==> src/rtl/muladd_stream_mac_if.sv <==
// Load-stream and result-stream handshake bundle for the MulAdd dot-product engine.
// The slave modport is the engine's view; the master modport is the producer/consumer view.
interface muladd_stream_mac_if #(
  parameter int DATA_W = 16,
  parameter int LANES  = 2,
  parameter int OUT_W  = 16
);
  logic                      load_en_i;
  logic [LANES*DATA_W-1:0]   load_payload_i;
  logic                      load_ready_o;
  logic                      result_valid_o;
  logic [OUT_W-1:0]          result_payload_o;
  logic                      result_ready_i;
  logic                      done_o;

  modport slave (
    input  load_en_i, load_payload_i, result_ready_i,
    output load_ready_o, result_valid_o, result_payload_o, done_o
  );

  modport master (
    output load_en_i, load_payload_i, result_ready_i,
    input  load_ready_o, result_valid_o, result_payload_o, done_o
  );
endinterface

==> src/rtl/muladd_stream_mac.sv <==
// Streaming dot-product engine: buffers one row A, then multiply-accumulates NUM_OUT
// weight columns against it, emitting one scaled, saturated result per column.
module muladd_stream_mac #(
  parameter int DATA_W    = 16,
  parameter int LANES     = 2,
  parameter int VEC_LEN   = 16,
  parameter int NUM_OUT   = 8,
  parameter int ACC_W     = 40,
  parameter int FRAC_BITS = 8,
  parameter int OUT_W     = 16
) (
  input  logic               clk_data,
  input  logic               rst,
  muladd_stream_mac_if.slave bus
);
  localparam int BEATS  = VEC_LEN / LANES;
  localparam int BEAT_W = (BEATS > 1) ? $clog2(BEATS) : 1;
  localparam int COL_W  = (NUM_OUT > 1) ? $clog2(NUM_OUT) : 1;
  localparam int IDX_W  = (VEC_LEN > 1) ? $clog2(VEC_LEN) : 1;
  localparam int PROD_W = 2 * DATA_W;

  typedef enum logic {S_LOAD_A, S_LOAD_W} state_t;

  state_t                    r_state, w_state_next;
  logic [BEAT_W-1:0]         r_beat_cnt, w_beat_cnt_next;
  logic [COL_W-1:0]          r_col_cnt, w_col_cnt_next;
  logic signed [ACC_W-1:0]   r_acc, w_sum, w_acc_next, w_shifted;
  logic signed [DATA_W-1:0]  r_a [VEC_LEN];
  logic                      r_res_valid, r_done;
  logic [OUT_W-1:0]          r_res, w_sat;
  logic                      w_last_beat, w_load_ready, w_accept, w_produce, w_row_done, w_ovf;
  logic signed [DATA_W-1:0]  w_lane [LANES];
  logic signed [PROD_W-1:0]  w_prod [LANES];
  logic [IDX_W-1:0]          w_idx  [LANES];

  assign w_last_beat  = (r_beat_cnt == BEAT_W'(BEATS - 1));
  // Only the column-closing beat needs a free result slot; a consume in the same cycle frees it.
  assign w_load_ready = !((r_state == S_LOAD_W) && w_last_beat && r_res_valid && !bus.result_ready_i);
  assign w_accept     = bus.load_en_i && w_load_ready;

  generate
    for (genvar gi = 0; gi < LANES; gi++) begin : g_lane
      assign w_lane[gi] = bus.load_payload_i[gi*DATA_W +: DATA_W];
      assign w_idx[gi]  = IDX_W'(r_beat_cnt) * IDX_W'(LANES) + IDX_W'(gi);
      assign w_prod[gi] = PROD_W'(r_a[w_idx[gi]]) * PROD_W'(w_lane[gi]);
    end
  endgenerate

  always_comb begin
    w_sum = '0;
    for (int l = 0; l < LANES; l++) begin
      w_sum = w_sum + ACC_W'(w_prod[l]);
    end
  end

  assign w_acc_next = r_acc + w_sum;
  assign w_shifted  = w_acc_next >>> FRAC_BITS;
  // Fits in OUT_W only if every bit above the result sign bit matches it.
  assign w_ovf = !((&w_shifted[ACC_W-1:OUT_W-1]) || !(|w_shifted[ACC_W-1:OUT_W-1]));
  assign w_sat = !w_ovf ? w_shifted[OUT_W-1:0]
               : (w_shifted[ACC_W-1] ? {1'b1, {(OUT_W-1){1'b0}}} : {1'b0, {(OUT_W-1){1'b1}}});

  always_comb begin
    w_state_next    = r_state;
    w_beat_cnt_next = r_beat_cnt;
    w_col_cnt_next  = r_col_cnt;
    w_produce       = 1'b0;
    w_row_done      = 1'b0;
    if (w_accept) begin
      if (w_last_beat) begin
        w_beat_cnt_next = '0;
        if (r_state == S_LOAD_A) begin
          w_state_next   = S_LOAD_W;
          w_col_cnt_next = '0;
        end else begin
          w_produce = 1'b1;
          if (r_col_cnt == COL_W'(NUM_OUT - 1)) begin
            w_row_done     = 1'b1;
            w_state_next   = S_LOAD_A;
            w_col_cnt_next = '0;
          end else begin
            w_col_cnt_next = r_col_cnt + 1'b1;
          end
        end
      end else begin
        w_beat_cnt_next = r_beat_cnt + 1'b1;
      end
    end
  end

  always_ff @(posedge clk_data) begin
    if (rst) begin
      r_state    <= S_LOAD_A;
      r_beat_cnt <= '0;
      r_col_cnt  <= '0;
    end else begin
      r_state    <= w_state_next;
      r_beat_cnt <= w_beat_cnt_next;
      r_col_cnt  <= w_col_cnt_next;
    end
  end

  always_ff @(posedge clk_data) begin
    if (rst) begin
      r_acc       <= '0;
      r_res       <= '0;
      r_res_valid <= 1'b0;
      r_done      <= 1'b0;
    end else begin
      r_done <= w_row_done;
      if (w_accept && r_state == S_LOAD_W) begin
        r_acc <= w_last_beat ? '0 : w_acc_next;
      end
      if (w_produce) begin
        r_res       <= w_sat;
        r_res_valid <= 1'b1;
      end else if (r_res_valid && bus.result_ready_i) begin
        r_res_valid <= 1'b0;
      end
    end
  end

  // Row buffer carries no reset; it is always fully rewritten before use.
  always_ff @(posedge clk_data) begin
    if (w_accept && r_state == S_LOAD_A) begin
      for (int l = 0; l < LANES; l++) begin
        r_a[w_idx[l]] <= w_lane[l];
      end
    end
  end

  assign bus.load_ready_o     = w_load_ready;
  assign bus.result_valid_o   = r_res_valid;
  assign bus.result_payload_o = r_res;
  assign bus.done_o           = r_done;
endmodule

==> src/flat_wrapper.sv <==
// flat-port wrapper written by rule: the top's interface ports become plain ports
module muladd_stream_mac_flat 
#(
  parameter int DATA_W    = 16,
  parameter int LANES     = 2,
  parameter int VEC_LEN   = 16,
  parameter int NUM_OUT   = 8,
  parameter int ACC_W     = 40,
  parameter int FRAC_BITS = 8,
  parameter int OUT_W     = 16
)
  (clk_data, rst, bus_load_en_i, bus_load_payload_i, bus_result_ready_i, bus_load_ready_o, bus_result_valid_o, bus_result_payload_o, bus_done_o);
  muladd_stream_mac_if #(.DATA_W(DATA_W), .LANES(LANES), .OUT_W(OUT_W)) bus_i ();
  input  logic clk_data;
  input  logic rst;
  input wire logic [$bits(bus_i.load_en_i)-1:0] bus_load_en_i;
  input wire logic [$bits(bus_i.load_payload_i)-1:0] bus_load_payload_i;
  input wire logic [$bits(bus_i.result_ready_i)-1:0] bus_result_ready_i;
  output wire logic [$bits(bus_i.load_ready_o)-1:0] bus_load_ready_o;
  output wire logic [$bits(bus_i.result_valid_o)-1:0] bus_result_valid_o;
  output wire logic [$bits(bus_i.result_payload_o)-1:0] bus_result_payload_o;
  output wire logic [$bits(bus_i.done_o)-1:0] bus_done_o;
  assign bus_i.load_en_i = bus_load_en_i;
  assign bus_i.load_payload_i = bus_load_payload_i;
  assign bus_i.result_ready_i = bus_result_ready_i;
  assign bus_load_ready_o = bus_i.load_ready_o;
  assign bus_result_valid_o = bus_i.result_valid_o;
  assign bus_result_payload_o = bus_i.result_payload_o;
  assign bus_done_o = bus_i.done_o;
  muladd_stream_mac #(.DATA_W(DATA_W), .LANES(LANES), .VEC_LEN(VEC_LEN), .NUM_OUT(NUM_OUT), .ACC_W(ACC_W), .FRAC_BITS(FRAC_BITS), .OUT_W(OUT_W)) u_core (.clk_data(clk_data), .rst(rst), .bus(bus_i));
endmodule
==> config.mk <==
export PLATFORM = sky130hd
export DESIGN_NAME = muladd_stream_mac_flat
export DESIGN_NICKNAME = d
export VERILOG_FILES = /design/src/rtl/muladd_stream_mac_if.sv /design/src/rtl/muladd_stream_mac.sv /design/src/flat_wrapper.sv
export SDC_FILE = /design/constraint.sdc
export NUM_CORES = 2
export LEC_CHECK = 0
export ABC_CLOCK_PERIOD_IN_PS = 27000
export BUFFER_PORTS_ARGS = -buffer_cell sky130_fd_sc_hd__buf_2
export CAP_MARGIN = 5
export CELL_PAD_IN_SITES_DETAIL_PLACEMENT = 1
export CELL_PAD_IN_SITES_GLOBAL_PLACEMENT = 1
export CORE_UTILIZATION = 47
export DETAILED_ROUTE_END_ITERATION = 8
export MAX_ROUTING_LAYER = met4
export PLACE_DENSITY_LB_ADDON = 0.12
export SLEW_MARGIN = 20
export SYNTH_ARGS = -nofsm -noshare
export SYNTH_HDL_FRONTEND = slang
export SYNTH_SLANG_ARGS = --single-unit
==> constraint.sdc <==
create_clock -name clk_data -period 27 [get_ports clk_data]
set_clock_uncertainty 0.1 [all_clocks]
set_input_delay 1.35 -clock clk_data [delete_from_list [all_inputs] [get_ports clk_data]]
set_output_delay 1.35 -clock clk_data [all_outputs]
set_load 0.02 [all_outputs]
==> metrics.yaml <==
critPathTopFamily: "adder cells"
cp.depth: 38
finalHoldViolCount: 0
synth_top_cell_area_share_pct: 34.46
final_nets: 3936
cp.arrival_ns: 13.70
crit_type: "reg2reg"
syn_to_final_growth_pct: 7.360
wire_per_inst_microns: 22.45
max-cap-violations: 0
cp-endpoint: "u_core.bus.result_payload_o[0]"
yosys_most_used_dff: "edfxtp_1"
dp_slack_ns: 13.71
overflow: 0
reg2reg_depth: 38
synth_area_leaders: "fa_1 34%, edfxtp_1 23%, ha_1 7.1%"
chipHeight_microns: 270.9
syn_inst: 3113
numClockSinks: 324
busiest_layer: "met2"
clkLatencyLatePin_ns: 0.56
crit_required_ns: 27.30
grt_pass1_wl_microns: 148900
clockRootBuffer: "clkbuf_16"
cts.htree.levels: 2
grt_max_degree: 66
drc: 0
synthTopCellsByCount: "633 x inv_1, 585 x fa_1, 262 x nand2_1, 256 x edfxtp_1, 201 x and2_1"
yosysMostFrequentCell: "inv_1"
end_kind: "register"
worst_pin_slew_ns: 1.058
yosysUniqueCellTypes: 75
grt.met3_usage_pct: 2.050
initial_utilization_pct: 47.54
r2r_start: "u_core.r_beat_cnt[0]"
cts.repair.resized: 0
rsz0062_at_grt: "false"
cpMostUsedCell: "fa_1"
gp_congestion: 0.8671
cts_hold_buf: 0
cts_made_buffers: 36
synth_area_sq_mm: 0.03398
slew_viol_final: 0
cts_tree: "done"
whs_path_depth: 2
setup_ws_ns: 13.60
setup_viol: 0
grt_usage_pct: 27.07
max_freq_ghz: 0.07463
critical-path-max-stage-delay_ns: 0.76
met1_usage_pct: 35.46
drtIter0Drc: 1214
syn-num-nets: 3927
final.setup.tns_ns: 0
cp_max_fo: 17
async_reset_ff_share_pct: 0
synth_top_area_cell: "fa_1"
antenna_found_initial: 2
pin_count: 55
routed_wl_microns: 92010
status: "finished clean"
postLayoutCoreUtil_pct: 51.04
use_met2_pct: 46.26
portBuffers: 54
rrSetupSlack_ns: 13.60
min_period_ns: 13.40
crit_buf_inv: 6
post_synth.cell_area_avg_sq_um: 10.92
num_rows: 98
post_cts_buffers: 0
crit_path_start_kind: "register"
r2r_end: "u_core.bus.result_payload_o[0]"
hpwl_microns: 72370
via_per_inst: 5.469
ys_ff_latch: 324
num_vias: 22410
fp.coreArea_sq_mm: 0.07149
setup.worst_path.start: "u_core.r_beat_cnt[0]"
synth_seq_area_share_pct: 26.63
clk_pin_slew_ns: 0.06
clock_path_buffers: 3
die_w_microns: 270.9
firstDrtPassIters: 5
grt_pass1_vias: 25800
slew_headroom_pct: 28.91
yosysWarnings: 0
layout-drive-gt1-share_pct: 6.959
min_path_type: "reg2reg"
holdWs_ns: 0.3693
critPathSlowestCell: "nand4_1"
synth_edf_count: 256
fin_crit_sh_pct: 49.62
dieArea_sq_mm: 0.07338
detail-route-antenna-nets: 0
[area by class of cell]
class | count | area [sq um]
clock inverter | 19 | 173.9
antenna | 1 | 2.502
sequential | 324 | 9050
fill | 7696 | 35000
clock buffer | 44 | 950.9
tap | 950 | 1189
multi-input combinational | 2040 | 22200
timing repair buffer | 87 | 538.0
inverter | 633 | 2376
[layout by cell type, fill, tap and decap left out, types with 16 or more instances in the layout]
cell type,instances
ha_1,193
xor2_1,20
nand4_1,22
nand2b_1,42
a21oi_1,60
fa_1,585
buf_4,32
dfxtp_1,67
clkbuf_16,36
a22oi_1,100
nand2_1,262
xnor2_1,53
inv_1,633
o21ai_0,32
a21o_1,25
edfxtp_1,256
and2_1,200
nor2_1,139
mux4_2,32
nor2b_1,70
nand3_1,16
buf_2,54
[metrics by stage]
stage / cell area (sq um) / cells
2_1_floorplan: 33980 / 3113
3_3_place_gp: 35330 / 4033
3_5_place_dp: 35360 / 4034
4_1_cts: 36480 / 4097
5_1_grt: 36480 / 4097
6_report: 36480 / 4098
[sequential cells by signal, summed over array words and instances (netlist names), named ones only]
signal	cells
u_core.r_a	256
u_core.bus.done_o	1
u_core.r_state	1
u_core.r_acc	40
u_core.r_col_cnt	3
u_core.bus.result_valid_o	1
u_core.bus.result_payload_o	16
u_core.r_beat_cnt	3
[layer usage]
metal / up-vias / wire length (microns)
met1: 12020 / 39910
li1: 9923 / -
met5: - / 0
met4: 0 / 1725
met2: 389 / 47610
met3: 80 / 2761
[worst reg2reg max path: cells and delay by family, from the launching register on]
kind / cells / cell delay (ns)
AOI/OAI and AO/OA: 11 / 3.58
xor gates and xnor gates: 1 / 0.14
and+or+nand+nor: 10 / 3.83
adders and majority gates: 10 / 4.64
buffers and inverters: 6 / 0.32
DFF: 1 / 0.62
[worst min-delay path by stage]
stage,endpoint,start
after floorplan,u_core.r_col_cnt[1],u_core.r_col_cnt[1]
after global placement,u_core.r_col_cnt[1],u_core.r_col_cnt[1]
after detailed placement,u_core.r_col_cnt[2],u_core.r_col_cnt[2]
after CTS,u_core.r_col_cnt[2],u_core.r_col_cnt[2]
after global routing,u_core.r_col_cnt[2],u_core.r_col_cnt[2]
final,u_core.r_col_cnt[2],u_core.r_col_cnt[2]
[kinds of logic (layout without fill, tap and decap cells)]
| family | count (synthesis) | count (layout) | share of synthesized area [%] |
|---|---|---|---|
| compound gates | 325 | 325 | 6.904 |
| mux | 49 | 49 | 2.658 |
| simple gates | 815 | 815 | 12.06 |
| other cells | 0 | 1 | 0 |
| flops | 324 | 324 | 26.63 |
| buf+inv | 749 | 783 | 8.303 |
| xor+xnor | 73 | 73 | 1.881 |
| fa+ha+maj | 778 | 778 | 41.57 |
Power is not shown: default switching activity piles up to over one toggle a cycle in this logic, so the estimate is an artifact.
